===== src/rtl/ssemi_decim_strobe_scheduler_pkg.sv =====
`default_nettype none
// ============================================================================
// ssemi_decim_strobe_scheduler_pkg : shared encodings for the decimation strobe scheduler | Rev 1.0
// ============================================================================
package ssemi_decim_strobe_scheduler_pkg;

  localparam int SSEMI_SCHED_MAX_STAGES   = 4;
  localparam int SSEMI_SCHED_RATIO_W_DEF  = 4;
  localparam int SSEMI_SCHED_SETTLE_W_DEF = 8;

  typedef enum logic [1:0] {
    SSEMI_SCHED_IDLE   = 2'd0,
    SSEMI_SCHED_SYNC   = 2'd1,
    SSEMI_SCHED_SETTLE = 2'd2,
    SSEMI_SCHED_RUN    = 2'd3
  } sched_state_e;

endpackage
`default_nettype wire


===== src/rtl/ssemi_strobe_counter.sv =====
`default_nettype none
// ============================================================================
// ssemi_strobe_counter : one cascade stage, fires on every i_ratio-th parent strobe | Rev 1.0
// ============================================================================
module ssemi_strobe_counter
  import ssemi_decim_strobe_scheduler_pkg::*;
#(
  parameter int RATIO_W = SSEMI_SCHED_RATIO_W_DEF
) (
  input  logic               i_clk,
  input  logic               i_rst,
  input  logic               i_parent,
  input  logic [RATIO_W-1:0] i_ratio,
  input  logic               i_clear,
  input  logic               i_enable,
  output logic               o_strobe
);

  logic [RATIO_W-1:0] cnt_q, cnt_d;
  logic               strobe;

  assign strobe   = i_enable && i_parent && (cnt_q == i_ratio - RATIO_W'(1));
  assign o_strobe = strobe;

  always_comb begin
    cnt_d = cnt_q;
    if (i_clear) begin
      cnt_d = '0;
    end else if (i_enable && i_parent) begin
      cnt_d = strobe ? '0 : cnt_q + RATIO_W'(1);
    end
  end

  always_ff @(posedge i_clk) begin
    if (i_rst) begin
      cnt_q <= '0;
    end else begin
      cnt_q <= cnt_d;
    end
  end

endmodule
`default_nettype wire


===== src/rtl/ssemi_decim_strobe_scheduler.sv =====
`default_nettype none
// ============================================================================
// ssemi_decim_strobe_scheduler : config handshake, start/settle FSM and cascaded rate strobes | Rev 1.0
// ============================================================================
module ssemi_decim_strobe_scheduler
  import ssemi_decim_strobe_scheduler_pkg::*;
#(
  parameter int NUM_STAGES = 3,
  parameter int RATIO_W    = SSEMI_SCHED_RATIO_W_DEF,
  parameter int SETTLE_W   = SSEMI_SCHED_SETTLE_W_DEF
) (
  input  logic                          i_clk,
  input  logic                          i_rst,
  input  logic                          i_cfg_valid,
  output logic                          o_cfg_ready,
  input  logic [NUM_STAGES*RATIO_W-1:0] i_cfg_ratio,
  input  logic [SETTLE_W-1:0]           i_cfg_settle,
  input  logic                          i_start,
  input  logic                          i_stop,
  output logic [NUM_STAGES-1:0]         o_stage_en,
  output logic                          o_sync_reset,
  output logic                          o_busy,
  output logic                          o_out_valid_gate,
  output logic                          o_cfg_err,
  output logic [1:0]                    o_state
);

  sched_state_e                  state_q, state_d;
  logic [NUM_STAGES*RATIO_W-1:0] ratio_q, ratio_d;
  logic [SETTLE_W-1:0]           settle_q, settle_d;
  logic [SETTLE_W-1:0]           settle_cnt_q, settle_cnt_d;
  logic                          cfg_loaded_q, cfg_loaded_d;
  logic                          cfg_err_q, cfg_err_d;

  logic [NUM_STAGES-1:0] parent;
  logic [NUM_STAGES-1:0] stage_en;
  logic                  is_idle, cnt_en, cnt_clr, ratios_ok, final_strobe;

  assign is_idle      = (state_q == SSEMI_SCHED_IDLE);
  assign cnt_en       = (state_q == SSEMI_SCHED_SETTLE) || (state_q == SSEMI_SCHED_RUN);
  assign cnt_clr      = is_idle || (state_q == SSEMI_SCHED_SYNC) || i_stop;
  assign final_strobe = stage_en[NUM_STAGES-1];

  always_comb begin
    ratios_ok = 1'b1;
    for (int k = 0; k < NUM_STAGES; k++) begin
      if (i_cfg_ratio[k*RATIO_W +: RATIO_W] == '0) ratios_ok = 1'b0;
    end
  end

  // Configuration wins over start in IDLE; stop suppresses start.
  always_comb begin
    state_d      = state_q;
    ratio_d      = ratio_q;
    settle_d     = settle_q;
    settle_cnt_d = settle_cnt_q;
    cfg_loaded_d = cfg_loaded_q;
    cfg_err_d    = 1'b0;
    case (state_q)
      SSEMI_SCHED_IDLE: begin
        settle_cnt_d = '0;
        if (i_cfg_valid) begin
          if (ratios_ok) begin
            ratio_d      = i_cfg_ratio;
            settle_d     = i_cfg_settle;
            cfg_loaded_d = 1'b1;
          end else begin
            cfg_err_d = 1'b1;
          end
        end else if (i_start && !i_stop) begin
          if (cfg_loaded_q) state_d = SSEMI_SCHED_SYNC;
          else              cfg_err_d = 1'b1;
        end
      end
      SSEMI_SCHED_SYNC: begin
        settle_cnt_d = '0;
        if (i_stop)                state_d = SSEMI_SCHED_IDLE;
        else if (settle_q == '0)   state_d = SSEMI_SCHED_RUN;
        else                       state_d = SSEMI_SCHED_SETTLE;
      end
      SSEMI_SCHED_SETTLE: begin
        if (i_stop) begin
          state_d      = SSEMI_SCHED_IDLE;
          settle_cnt_d = '0;
        end else if (final_strobe) begin
          settle_cnt_d = settle_cnt_q + SETTLE_W'(1);
          if (settle_cnt_q == settle_q - SETTLE_W'(1)) state_d = SSEMI_SCHED_RUN;
        end
      end
      SSEMI_SCHED_RUN: begin
        if (i_stop) begin
          state_d      = SSEMI_SCHED_IDLE;
          settle_cnt_d = '0;
        end
      end
      default: state_d = SSEMI_SCHED_IDLE;
    endcase
  end

  always_ff @(posedge i_clk) begin
    if (i_rst) begin
      state_q      <= SSEMI_SCHED_IDLE;
      ratio_q      <= '0;
      settle_q     <= '0;
      settle_cnt_q <= '0;
      cfg_loaded_q <= 1'b0;
      cfg_err_q    <= 1'b0;
    end else begin
      state_q      <= state_d;
      ratio_q      <= ratio_d;
      settle_q     <= settle_d;
      settle_cnt_q <= settle_cnt_d;
      cfg_loaded_q <= cfg_loaded_d;
      cfg_err_q    <= cfg_err_d;
    end
  end

  for (genvar k = 0; k < NUM_STAGES; k++) begin : g_stage
    if (k == 0) begin : g_root
      assign parent[k] = 1'b1;
    end else begin : g_chain
      assign parent[k] = stage_en[k-1];
    end

    ssemi_strobe_counter #(
      .RATIO_W (RATIO_W)
    ) u_strobe_counter (
      .i_clk    (i_clk),
      .i_rst    (i_rst),
      .i_parent (parent[k]),
      .i_ratio  (ratio_q[k*RATIO_W +: RATIO_W]),
      .i_clear  (cnt_clr),
      .i_enable (cnt_en),
      .o_strobe (stage_en[k])
    );
  end

  assign o_stage_en       = stage_en;
  assign o_cfg_ready      = is_idle;
  assign o_busy           = !is_idle;
  assign o_out_valid_gate = (state_q == SSEMI_SCHED_RUN);
  assign o_sync_reset     = (state_q == SSEMI_SCHED_SYNC);
  assign o_cfg_err        = cfg_err_q;
  assign o_state          = state_q;

endmodule
`default_nettype wire


===== config.mk =====
export PLATFORM = sky130hd
export DESIGN_NAME = ssemi_decim_strobe_scheduler
export DESIGN_NICKNAME = d
export VERILOG_FILES = /design/src/rtl/ssemi_decim_strobe_scheduler_pkg.sv /design/src/rtl/ssemi_strobe_counter.sv /design/src/rtl/ssemi_decim_strobe_scheduler.sv
export SDC_FILE = /design/constraint.sdc
export NUM_CORES = 1
export LEC_CHECK = 0
export CAP_MARGIN = 10
export CORE_UTILIZATION = 55
export DETAILED_ROUTE_END_ITERATION = 10
export PLACE_DENSITY = 0.85
export SYNTH_ARGS = -nofsm -noshare
export SYNTH_HDL_FRONTEND = slang
export SYNTH_SLANG_ARGS = --single-unit

===== constraint.sdc =====
create_clock -name i_clk -period 3.3 [get_ports i_clk]
set_clock_uncertainty 0.2 [all_clocks]
set_input_delay 0.495 -clock i_clk [delete_from_list [all_inputs] [get_ports i_clk]]
set_output_delay 0.495 -clock i_clk [all_outputs]
set_load 0.005 [all_outputs]

# Yosys cells after proc, flatten, opt, wreduce, memory -nomap -nowiden
# Index checks and enable logic that the tools add are counted.
# totals
register_bits	44
latch_bits	0
mem_bits_rw	0
rom_bits	0
in_bits	25
word_cells	77
memories	0
# classes
n_addsub	8
multipliers	0
n_div	0
order_cmp	0
eq_ne	13
shifts	0
muxes	24
bitwise	1
reduce_logical	22
# op_table
op	count
8-bit two-way mux	3
8-bit case mux with 3 select lines	1
2-bit two-way mux	8
4-bit by 1-bit adder with 4-bit output, second input constant	3
4-bit equality test	3
4-bit logical NOT	3
4-bit two-way mux	3
4-bit by 1-bit subtractor with 4-bit output, second input constant	3
8-bit by 1-bit adder with 8-bit output, second input constant	1
8-bit equality test	1
8-bit logical NOT	1
1-bit two-way mux	8
2-bit case mux with 4 select lines	1
8-bit by 1-bit subtractor with 8-bit output, second input constant	1
1-bit logical AND	6
2-bit inequality test, second input constant	3
3-bit by 2-bit inequality test with 1-bit output, second input constant	2
6-bit AND reduction	1
2-bit OR reduction	3
2-bit equality test, second input constant	2
1-bit logical OR	3
3-bit AND reduction	1
2-bit by 1-bit equality test with 1-bit output, second input constant	1
1-bit logical NOT	2
other kinds (4)	4

# Depth between registers and ports, before layout
# Gate-level depths: netlist of the first run.
# depth
word_depth	10
depth_mapped	10

# By module
# A second synthesis of the first run with hierarchy kept.
# hier_totals
hier_cells	266
hier_area_um2	2433.6
# modules_own_cells
mod	n_inst	cells_each	area_per_inst_um2
ssemi_decim_strobe_scheduler	1	179	1585.3
ssemi_strobe_counter	3	29	282.8

# Worst setup path before layout of the first run
# OpenSTA, ideal clock, no wires.
# synth_path
path_type	flip-flop to output port
from	reg ratio_q[0]
to	out o_stage_en[2]
t_arrival_ns	1.815
t_required_ns	2.605
slack_ns	0.790
stages_incl_launch_ff	10
cell_sequence	dfxtp_1 -> inv_1 -> ha_1 -> xor2_1 -> nand4_2 -> or2_1 -> buf_6 -> clkbuf_1 -> nor3_1 -> buf_4
# synth_between
elab_chain_cells	7
# synth_lines
item	line	rtl
start, declared	ssemi_decim_strobe_scheduler.sv:29	logic [NUM_STAGES*RATIO_W-1:0] ratio_q, ratio_d;
start signal, assigned	ssemi_decim_strobe_scheduler.sv:110	ratio_q <= ratio_d;
4-bit by 1-bit subtractor with 4-bit output	ssemi_strobe_counter.sv:22	assign strobe = i_enable && i_parent && (cnt_q == i_ratio - RATIO_W'(1));
4-bit equality test	ssemi_strobe_counter.sv:22	
1-bit logical AND (5 in series)	ssemi_strobe_counter.sv:22	
end, declared	ssemi_decim_strobe_scheduler.sv:20	output logic [NUM_STAGES-1:0] o_stage_en,
# No other way between the ends.

# Worst setup path after layout of the first run
# Ends and elaborated chain as after synthesis.

==> impl_metrics.tcl, run 1 <==
set metrics [dict create \
    outcome "complete, but fails checks" \
    violations "design-rule violations" \
    synthTopCellsByCount "44 x dfxtp_1, 35 x nor2_1, 25 x mux2i_1" \
    boundaryPins 35 \
    synth-seq-cells 44 \
    fmax_ghz 0.319 \
    yosysSeqAreaShare_pct 34.2 \
    cp_max_fo 4 \
    yosys_warnings 0 \
    clock_latency_ns 0.30 \
    synth_area_um2 2580 \
    gp_congestion 0.872 \
    rsz0062_at_grt "false" \
    slew_headroom_pct 51.3 \
    stdcell_area_um2 3050 \
    netSwitchingFraction_pct 26.2 \
    power_density_nw_per_um2 362 \
    setup_viol 0 \
    period_minus_slack_ns 3.13 \
    placed_area_um2 2950 \
    instances_no_fill 379 \
    syn-instance-count 297 \
    drive_above_1_share_pct 7.03 \
    period_share_pct 95.0 \
    cp_slowest_stage_delay_ns 0.53 \
    cts.sinks 44 \
    final.setup.tns_ns 0 \
    maxCapViolCount 0 \
    clock_power_share_pct 31.7 \
    first_pass_iters 7 \
    coreArea_um2 4440 \
    synth_top_area_share_pct 34.2 \
    synth.most_common_cell "dfxtp_1" \
    wl_per_cell_um 15.1 \
    drv_slew 0 \
    grt_antenna_before_repair 0 \
    ant_nets 0 \
    grt_pass1_vias 2083 \
    insertedDiodeCount 0 \
    yosysTopAreaCell "dfxtp_1" \
    start_kind "flip-flop" \
    synth.avg_cell_area_um2 8.68 \
    ir_drop_v 0.000258 \
    cts_root_buffer "clkbuf_8" \
    drt_iter0_drc 175 \
    syn_to_final_growth_pct 18.2 \
    async_flop_share_pct 0 \
    crit_path_end_kind "output pin" \
    vias 2236 \
    timing.hold.ws_ns 0.294 \
    fin_nets 359 \
    ys_dominant_reg_cell "dfxtp_1" \
    hold_path_depth 2 \
    grt_max_degree 25 \
    combPwrFrac_pct 16.6 \
    tightestPinTransition_ns 0.725 \
    rr_worst_depth 8 \
    synth_edf_count 0 \
    criticalPathCategory "flip-flop to output pin" \
    dp_hpwl_um 4150 \
    grt_first_pass_wirelength_um 9600 \
    cts_buffer_depth 2 \
    die_area_um2 4970 \
    start_util_pct 58.0 \
    p_leak_nw 1.16 \
    grt_use_total_pct 24.3 \
    synthTopCellsByArea "dfxtp_1 34%, mux2i_1 9.7%, nor2_1 5.1%" \
    p_sw_uw 289 \
    htree_levels 2 \
    placed_cells_incl_taps 370 \
    yosysUniqueCellTypes 50 \
    io_buffers 34 \
    rows 24 \
    synth_fp_nets 330 \
    fp.dieW_um 70.5 \
    overflow 0 \
    intPower_uw 813 \
    cts_tree "yes" \
    die-height_um 70.5 \
    hold_viol_final 0 \
    min_path_type "flip-flop to flip-flop" \
    drcViolationCount 2 \
    drt_wl_total_um 5710 \
    post_cts_buffers 0 \
    via_per_inst 5.90 \
    path_clk_slew_ns 0.08 \
    crit_chain "inv_1, ha_1, xor2_1, nand4_2, or2_1, nor3_1, clkdlybuf4s50_1" \
    cts_buffers 5 \
    crit_arrival_ns 2.44 \
    power_frac_seq_pct 51.7 \
    critPathRequiredTime_ns 2.60 \
    cpMaxStageDelayCell "clkdlybuf4s50_1" \
]
## registers in the layout, indices dropped and copies added (netlist names)
register / flops
g_stage.u_strobe_counter.cnt_q: 12
ratio_q: 12
settle_q: 8
o_cfg_err: 1
settle_cnt_q: 8
cfg_loaded_q: 1
o_state: 2
## timing repair
action,CTS,global route
setup endpoints to repair,0,1
hold endpoints to repair,0,0
hold buffers,0,0
gates resized for setup,0,1
## area by class of cell
cell class,count,area [um^2]
inverters,11,41.3
fillers,354,1400
repair buffers,42,400
clock buffers,6,82.6
clock inverters,2,10.0
well taps,52,65.1
flip-flops and latches,44,881
multi-input cells,222,1570
## power groups by stage
stage | Combinational [mW] | Clock, mW | Sequential (mW)
CTS | 0.181 | 0.359 | 0.569
detailed placement | 0.178 | 0 | 0.582
global placement | 0.172 | 0 | 0.581
global route | 0.200 | 0.376 | 0.573
finish | 0.183 | 0.349 | 0.570
floorplan | 0.125 | 0 | 0.574
## cells in the final DEF (no fill, tap or decap), types with 2 or more instances in the layout
cell type	netlist	layout
clkdlybuf4s50_1	0	34
and2_1	2	2
o22ai_1	2	2
xor2_1	11	11
or2_2	4	3
nand3b_1	3	3
nor2b_1	3	3
nor2_1	35	35
buf_4	3	8
a211oi_1	2	2
nor4_1	12	11
nand4b_1	5	5
or4b_1	2	2
a31oi_1	2	2
ha_1	8	8
dfxtp_1	44	44
nor3_1	8	8
xnor3_1	3	3
mux2i_1	25	25
or3_1	2	2
nand2b_1	6	6
o21a_1	2	2
nand3_1	12	12
a21boi_0	2	2
o41ai_1	3	3
o21ai_0	4	4
and3_1	5	5
nor3b_1	3	3
xnor2_1	11	11
nand2_1	19	19
clkbuf_8	0	6
inv_1	11	11
nor4_2	1	2
clkinv_2	0	2
a21oi_1	11	11
## kinds of logic after synthesis
| kind of cell | Yosys count | synth area share (%) |
|---|---|---|
| AND/OR/NAND/NOR | 127 | 26.4 |
| flip-flops | 44 | 34.2 |
| AO/OA/AOI/OAI | 36 | 9.41 |
| buffers and inverters | 31 | 5.39 |
| XOR/XNOR | 26 | 11.0 |
| multiplexers | 25 | 9.70 |
| adder cells (fa/ha/maj) | 8 | 3.88 |
## per-layer routing
layer	vias to the layer above	wire [um]	GRT usage, %
met4	0	105	8.62
met2	84	2590	37.2
met1	1030	2690	34.1
met3	12	328	4.33
met5	-	0	0
li1	1110	-	-
## stage by stage
step / util (%) / worst slack (ns) / total power, mW
after global routing: 68.6 / 0.0210 / 1.15
after CTS: 68.4 / 0.148 / 1.11
after global placement: 66.3 / 0.280 / 0.753
after detailed placement: 66.3 / 0.216 / 0.760
after floorplan: - / 0.790 / 0.699
final: 68.6 / 0.165 / 1.10
## path summary, 6_finish.rpt
check | from | end | slack (ns)
max | ratio_q[0] | o_stage_en[2] | 0.17
min | settle_cnt_q[7] | settle_cnt_q[7] | 0.29
max reg2reg | ratio_q[0] | g_stage[1].u_strobe_counter.cnt_q[3] | 0.76
min reg2reg | settle_cnt_q[7] | settle_cnt_q[7] | 0.29
## worst max-delay path: cells and delay by family (launching register included)
kind                       cells  cell delay, ns
adders and majority gates      1            0.31
and+or+nand+nor                3            0.65
xor gates and xnor gates       1            0.18
DFF                            1            0.41
buffers and inverters          2            0.60
No activity file was read; power rests on OpenSTA's default activity.
==> run 2, diff against run 1 <==
--- a/config.mk
+++ b/config.mk
@@ -5,6 +5,7 @@
 export SDC_FILE = /design/constraint.sdc
 export NUM_CORES = 1
 export LEC_CHECK = 0
+export ABC_AREA = 1
 export CAP_MARGIN = 10
 export CORE_UTILIZATION = 55
 export DETAILED_ROUTE_END_ITERATION = 10
==> run 2 against run 1 <==
Against the previous run: the flow now finishes without violations; critical path depth is 5 higher; clock power is 8.3% lower; non-clock buffer count is 5 lower; clock-buffer cell count stayed put; combinational power grew to 2.9 times the previous value; sequential power is 12% higher; sequential cell count stayed put; core utilization is 0.50 points lower; total power is 35% higher; register-to-register slack better by 0.29 ns; sequential share of layout area is 0.41 points higher; critical path type unchanged; critical endpoint unchanged; highest routed layer unchanged.
==> impl_metrics.tcl, run 2 <==
set metrics [dict create \
    grt_use_total_pct 24.1 \
    cts_root_buffer "clkbuf_8" \
    cts_buffers 5 \
    post_cts_buffers 0 \
    ir_drop_v 0.000314 \
    slew_headroom_pct 64.9 \
    syn-instance-count 381 \
    vias 2503 \
    grt_pass1_vias 2298 \
    yosys_warnings 0 \
    grt_antenna_before_repair 0 \
    power_density_nw_per_um2 494 \
    grt_first_pass_wirelength_um 9600 \
    ctsHoldBuffers 0 \
    maxCapViolCount 0 \
    via_per_inst 5.37 \
    p_leak_nw 1.30 \
    gp_congestion 0.832 \
    cts_buffer_depth 2 \
    synth-seq-cells 44 \
    dp_slack_ns 0.439 \
    cp_max_fo 6 \
    period_share_pct 95.7 \
    yosysTopAreaCell "dfxtp_1" \
    first_pass_iters 4 \
    hold_viol_final 0 \
    drv_slew 0 \
    die-height_um 70.3 \
    crit_arrival_ns 2.46 \
    critPathRequiredTime_ns 2.60 \
    start_kind "flip-flop" \
    fp.dieW_um 70.3 \
    io_buffers 34 \
    synth.most_common_cell "nand2_1" \
    syn_to_final_growth_pct 17.2 \
    p_total_mw 1.49 \
    grt_busiest_layer "met2" \
    synthTopCellsByCount "78 x nand2_1, 55 x nor2_1, 48 x inv_1" \
    synth.avg_cell_area_um2 6.73 \
    clock_latency_ns 0.29 \
    fmax_ghz 0.317 \
    reg_top3 "g_stage.u_strobe_counter.cnt_q (12), ratio_q (12)" \
    cts_tree "yes" \
    wl_per_cell_um 12.1 \
    synth_edf_count 0 \
    cts_resized 0 \
    min_path_type "flip-flop to flip-flop" \
    synth_top_area_share_pct 34.3 \
    tightestPinTransition_ns 0.521 \
    grt_use_met3_pct 5.63 \
    synthTopCellsByArea "dfxtp_1 34%, nand2_1 11%, nor2_1 8.0%" \
    crit_path_end_kind "output pin" \
    htree_levels 2 \
    overflow 0 \
    criticalPathCategory "flip-flop to output pin" \
    rows 24 \
    final_cell_mix "78 x nand2_1, 54 x nor2_1, 48 x inv_1" \
    coreArea_um2 4410 \
    yosysSeqAreaShare_pct 34.3 \
    outcome "completed" \
    drt_iter0_drc 126 \
    grt_max_degree 26 \
    worst-r2r-setup-slack_ns 1.05 \
    setup_viol 0 \
    synth_fp_nets 414 \
    drt_wl_total_um 5630 \
    yosysUniqueCellTypes 34 \
    synth_area_um2 2560 \
    nFillCells 384 \
    fin_nets 447 \
    ys_dominant_reg_cell "dfxtp_1" \
    async_flop_share_pct 0 \
    met1_usage_pct 30.3 \
    setup_slack_ns 0.142 \
    timing.hold.ws_ns 0.280 \
    drive_above_1_share_pct 6.52 \
    rsz0062_at_grt "false" \
    cts.sinks 44 \
    boundaryPins 35 \
    met2_usage_pct 40.6 \
    path_clk_slew_ns 0.08 \
    dp_hpwl_um 4360 \
    drcViolationCount 0 \
    final_common_cell "nand2_1" \
    final.setup.tns_ns 0 \
    start_util_pct 58.1 \
    die_area_um2 4940 \
    insertedDiodeCount 0 \
    ant_nets 0 \
    period_minus_slack_ns 3.16 \
]
run 2: cell count changes after synthesis, sizes merged, moves of 6 or more:
cell	before	now
mux2i	25	0
inv	11	50
nand2	19	84
o21ai	4	29
nor2	35	58
clkbuf	12	6
nor4	13	3
a21oi	11	32
nand3	12	26
nand2b	6	0
run 2: layout make-up:
class                   instances  area, um^2  share of cell area (%)
clock buffers                   6        72.6                    2.41
clock inverters                 1        5.00                   0.167
inverters                      51         191                    6.37
multi-input cells             275        1430                    47.5
flip-flops and latches         44         881                    29.3
well taps                      52        65.1                    2.16
repair buffers                 37         363                    12.1
run 2: cells by family after synthesis:
group | Yosys count | synth area share [%]
AND/OR/NAND/NOR | 188 | 33.6
AO/OA/AOI/OAI | 64 | 13.0
adder cells (fa/ha/maj) | 8 | 3.90
buffers and inverters | 62 | 10.1
XOR/XNOR | 15 | 5.12
flip-flops | 44 | 34.3
run 2: metal layers:
metal | vias to the layer above | part of all wire (%) | wire length, um
met2 | 67 | 47 | 2620
met5 | - | 0 | 0
met1 | 1136 | 46 | 2570
met4 | 0 | 1.5 | 85
met3 | 9 | 6.2 | 350
li1 | 1291 | - | -
run 2: critical path: stages (launching register included):
cell and delay, ns:
dfxtp_1 0.39, inv_2 0.06, ha_1 0.30, nand2_1 0.07
inv_1 0.03, nor2_1 0.08, o21ai_1 0.07, nor2_1 0.17
nand2_2 0.13, nor2_8 0.14, inv_1 0.08, nor2_2 0.13
clkdlybuf4s50_1 0.52
run 2: path summary, 6_finish.rpt:
check | start | endpoint | cells after the start
max | ratio_q[4] | o_stage_en[2] | 12
min | settle_q[1] | settle_q[1] | 2
max reg2reg | ratio_q[4] | o_state[0] | 15
min reg2reg | settle_q[1] | settle_q[1] | 2
run 2: per-stage QoR:
step	std cells	cell area, um^2	utilization [%]
floorplan	381	2560	-
global placement	459	2930	66.3
detailed placement	459	2930	66.3
CTS	466	3000	68.0
global route	466	3010	68.1
finish	466	3010	68.1
run 2: power by group:
part,internal (mW),switching (mW),leakage (nW)
combinational,0.225,0.300,0.898
sequential,0.587,0.0535,0.360
clock,0.144,0.176,0.0410
==> run 3, diff against run 2 <==
--- a/config.mk
+++ b/config.mk
@@ -6,10 +6,11 @@
 export NUM_CORES = 1
 export LEC_CHECK = 0
 export ABC_AREA = 1
+export ABC_CLOCK_PERIOD_IN_PS = 3300
 export CAP_MARGIN = 10
-export CORE_UTILIZATION = 55
+export CORE_UTILIZATION = 40
 export DETAILED_ROUTE_END_ITERATION = 10
-export PLACE_DENSITY = 0.85
+export PLACE_DENSITY = 0.66
 export SYNTH_ARGS = -nofsm -noshare
 export SYNTH_HDL_FRONTEND = slang
 export SYNTH_SLANG_ARGS = --single-unit
==> run 3 against run 2 <==
Against the previous run: first-iteration DRC count decreased by 21%; critical path depth unchanged; core utilization fell by 18 points; via count fell by 3.3%; sequential cell count unchanged; hold slack is essentially flat; clock-buffer cell count up 1; clock power up 14%; fmax up 0.83%; critical endpoint unchanged; highest routed layer unchanged.
==> impl_metrics.tcl, run 3 (same netlist as run 2, synthesis figures left out) <==
set metrics [dict create \
    outcome "completed" \
    drcViolationCount 0 \
    slew_headroom_pct 66.3 \
    fin_nets 448 \
    ant_nets 0 \
    stdcell_area_um2 3060 \
    ctsHoldBuffers 0 \
    min_path_type "flip-flop to flip-flop" \
    die_area_um2 6740 \
    ir_drop_v 0.000302 \
    start_util_pct 42.3 \
    dp_slack_ns 0.430 \
    dp_hpwl_um 4470 \
    clock_latency_ns 0.29 \
    fp.dieW_um 82.1 \
    setup_slack_ns 0.168 \
    final.setup.tns_ns 0 \
    vias 2420 \
    grt_first_pass_wirelength_um 9910 \
    final_cell_mix "78 x nand2_1, 53 x nor2_1, 48 x inv_1" \
    wl_per_cell_um 11.7 \
    hold_viol_final 0 \
    r2r_start "ratio_q[0]" \
    via_per_inst 4.94 \
    crit_path_end_kind "output pin" \
    cts_buffer_depth 2 \
    power_density_nw_per_um2 500 \
    criticalPathCategory "flip-flop to output pin" \
    htree_levels 2 \
    grt_pass1_vias 2194 \
    critPathRequiredTime_ns 2.60 \
    gp_congestion 0.816 \
    overflow 0 \
    rows 28 \
    coreArea_um2 6060 \
    reg_top3 "g_stage.u_strobe_counter.cnt_q (12), ratio_q (12)" \
    cts_buffers 5 \
    cts.sinks 44 \
    tightestPinTransition_ns 0.503 \
    grt_max_degree 26 \
    grt_antenna_before_repair 0 \
    cts_tree "yes" \
    period_minus_slack_ns 3.13 \
    placed_area_um2 2950 \
    boundaryPins 35 \
    fmax_ghz 0.319 \
    insertedDiodeCount 0 \
    maxCapViolCount 0 \
    cts_root_buffer "clkbuf_8" \
    drive_above_1_share_pct 7.47 \
    io_buffers 34 \
    grt_use_total_pct 19.5 \
    final_common_cell "nand2_1" \
    rr_worst_depth 14 \
    period_share_pct 94.9 \
    crit_arrival_ns 2.44 \
    p_total_mw 1.53 \
    syn_to_final_growth_pct 19.5 \
    nFillCells 619 \
    critPathLaunch "ratio_q[0]" \
    p_leak_nw 1.31 \
    setup_viol 0 \
    drt_iter0_drc 99 \
    cp_max_fo 6 \
    r2r_end "settle_cnt_q[1]" \
    critPathCapture "o_stage_en[2]" \
    drv_slew 0 \
    drt_wl_total_um 5760 \
    rsz0062_at_grt "false" \
    worst-r2r-setup-slack_ns 1.10 \
    start_kind "flip-flop" \
    first_pass_iters 4 \
    path_clk_slew_ns 0.08 \
    die-height_um 82.1 \
]
==> run 3: power breakdown <==
group / switching [mW] / leakage (nW) / internal, mW
Combinational: 0.302 / 0.903 / 0.226
Sequential: 0.0512 / 0.360 / 0.587
Clock: 0.179 / 0.0503 / 0.187
Total: 0.532 / 1.31 / 1.00
==> run 3: how the worst min path moves through the flow <==
stage	cells after the start	slack [ns]	endpoint	start
floorplan	2	0.24	cfg_loaded_q	cfg_loaded_q
global placement	2	0.26	cfg_loaded_q	cfg_loaded_q
detailed placement	2	0.27	settle_q[1]	settle_q[1]
CTS	2	0.28	settle_q[1]	settle_q[1]
global route	2	0.32	ratio_q[9]	ratio_q[9]
finish	2	0.28	g_stage[1].u_strobe_counter.cnt_q[3]	g_stage[1].u_strobe_counter.cnt_q[3]
==> run 3: critical path: stages (launching register included) <==
cell and delay [ns]:
dfxtp_1 0.35, inv_1 0.08, ha_1 0.30, nand2_1 0.07, inv_1 0.04, nor2_2 0.09, nand2_2 0.07, nor2_4 0.12
nand2_4 0.09, nor2_8 0.16, inv_1 0.08, nor2_2 0.15, clkdlybuf4s50_1 0.52
==> run 3: through the flow <==
stage	util [%]	hold WS (ns)	std cells
after global routing	50.6	0.316	490
after global placement	48.7	0.262	482
final	50.6	0.280	490
after floorplan	-	0.244	381
after CTS	50.3	0.281	489
after detailed placement	48.7	0.268	482
==> run 3: repair_timing <==
action | CTS | global route
endpoints found under the setup margin | 0 | 1
setup buffers | 0 | 1
resized for setup | 0 | 3
==> run 3: final cells by class <==
| cell class | count | area [um^2] | share of cell area [%] |
|---|---|---|---|
| Sequential cell | 44 | 882 | 28.8 |
| Inverter | 51 | 191 | 6.25 |
| Clock buffer | 7 | 96.3 | 3.14 |
| Tap cell | 75 | 93.8 | 3.06 |
| Multi-Input combinational cell | 275 | 1430 | 46.7 |
| Timing Repair Buffer | 38 | 370 | 12.1 |
==> run 3: metal layers <==
layer | part of all wire (%) | up-vias | wire, um | GRT usage (%)
met3 | 4.1 | 4 | 238 | 4.44
li1 | - | 1289 | - | -
met1 | 50 | 1083 | 2870 | 26.4
met4 | 0.92 | 0 | 53 | 7.02
met2 | 45 | 44 | 2590 | 30.1
met5 | 0 | - | 0 | 0
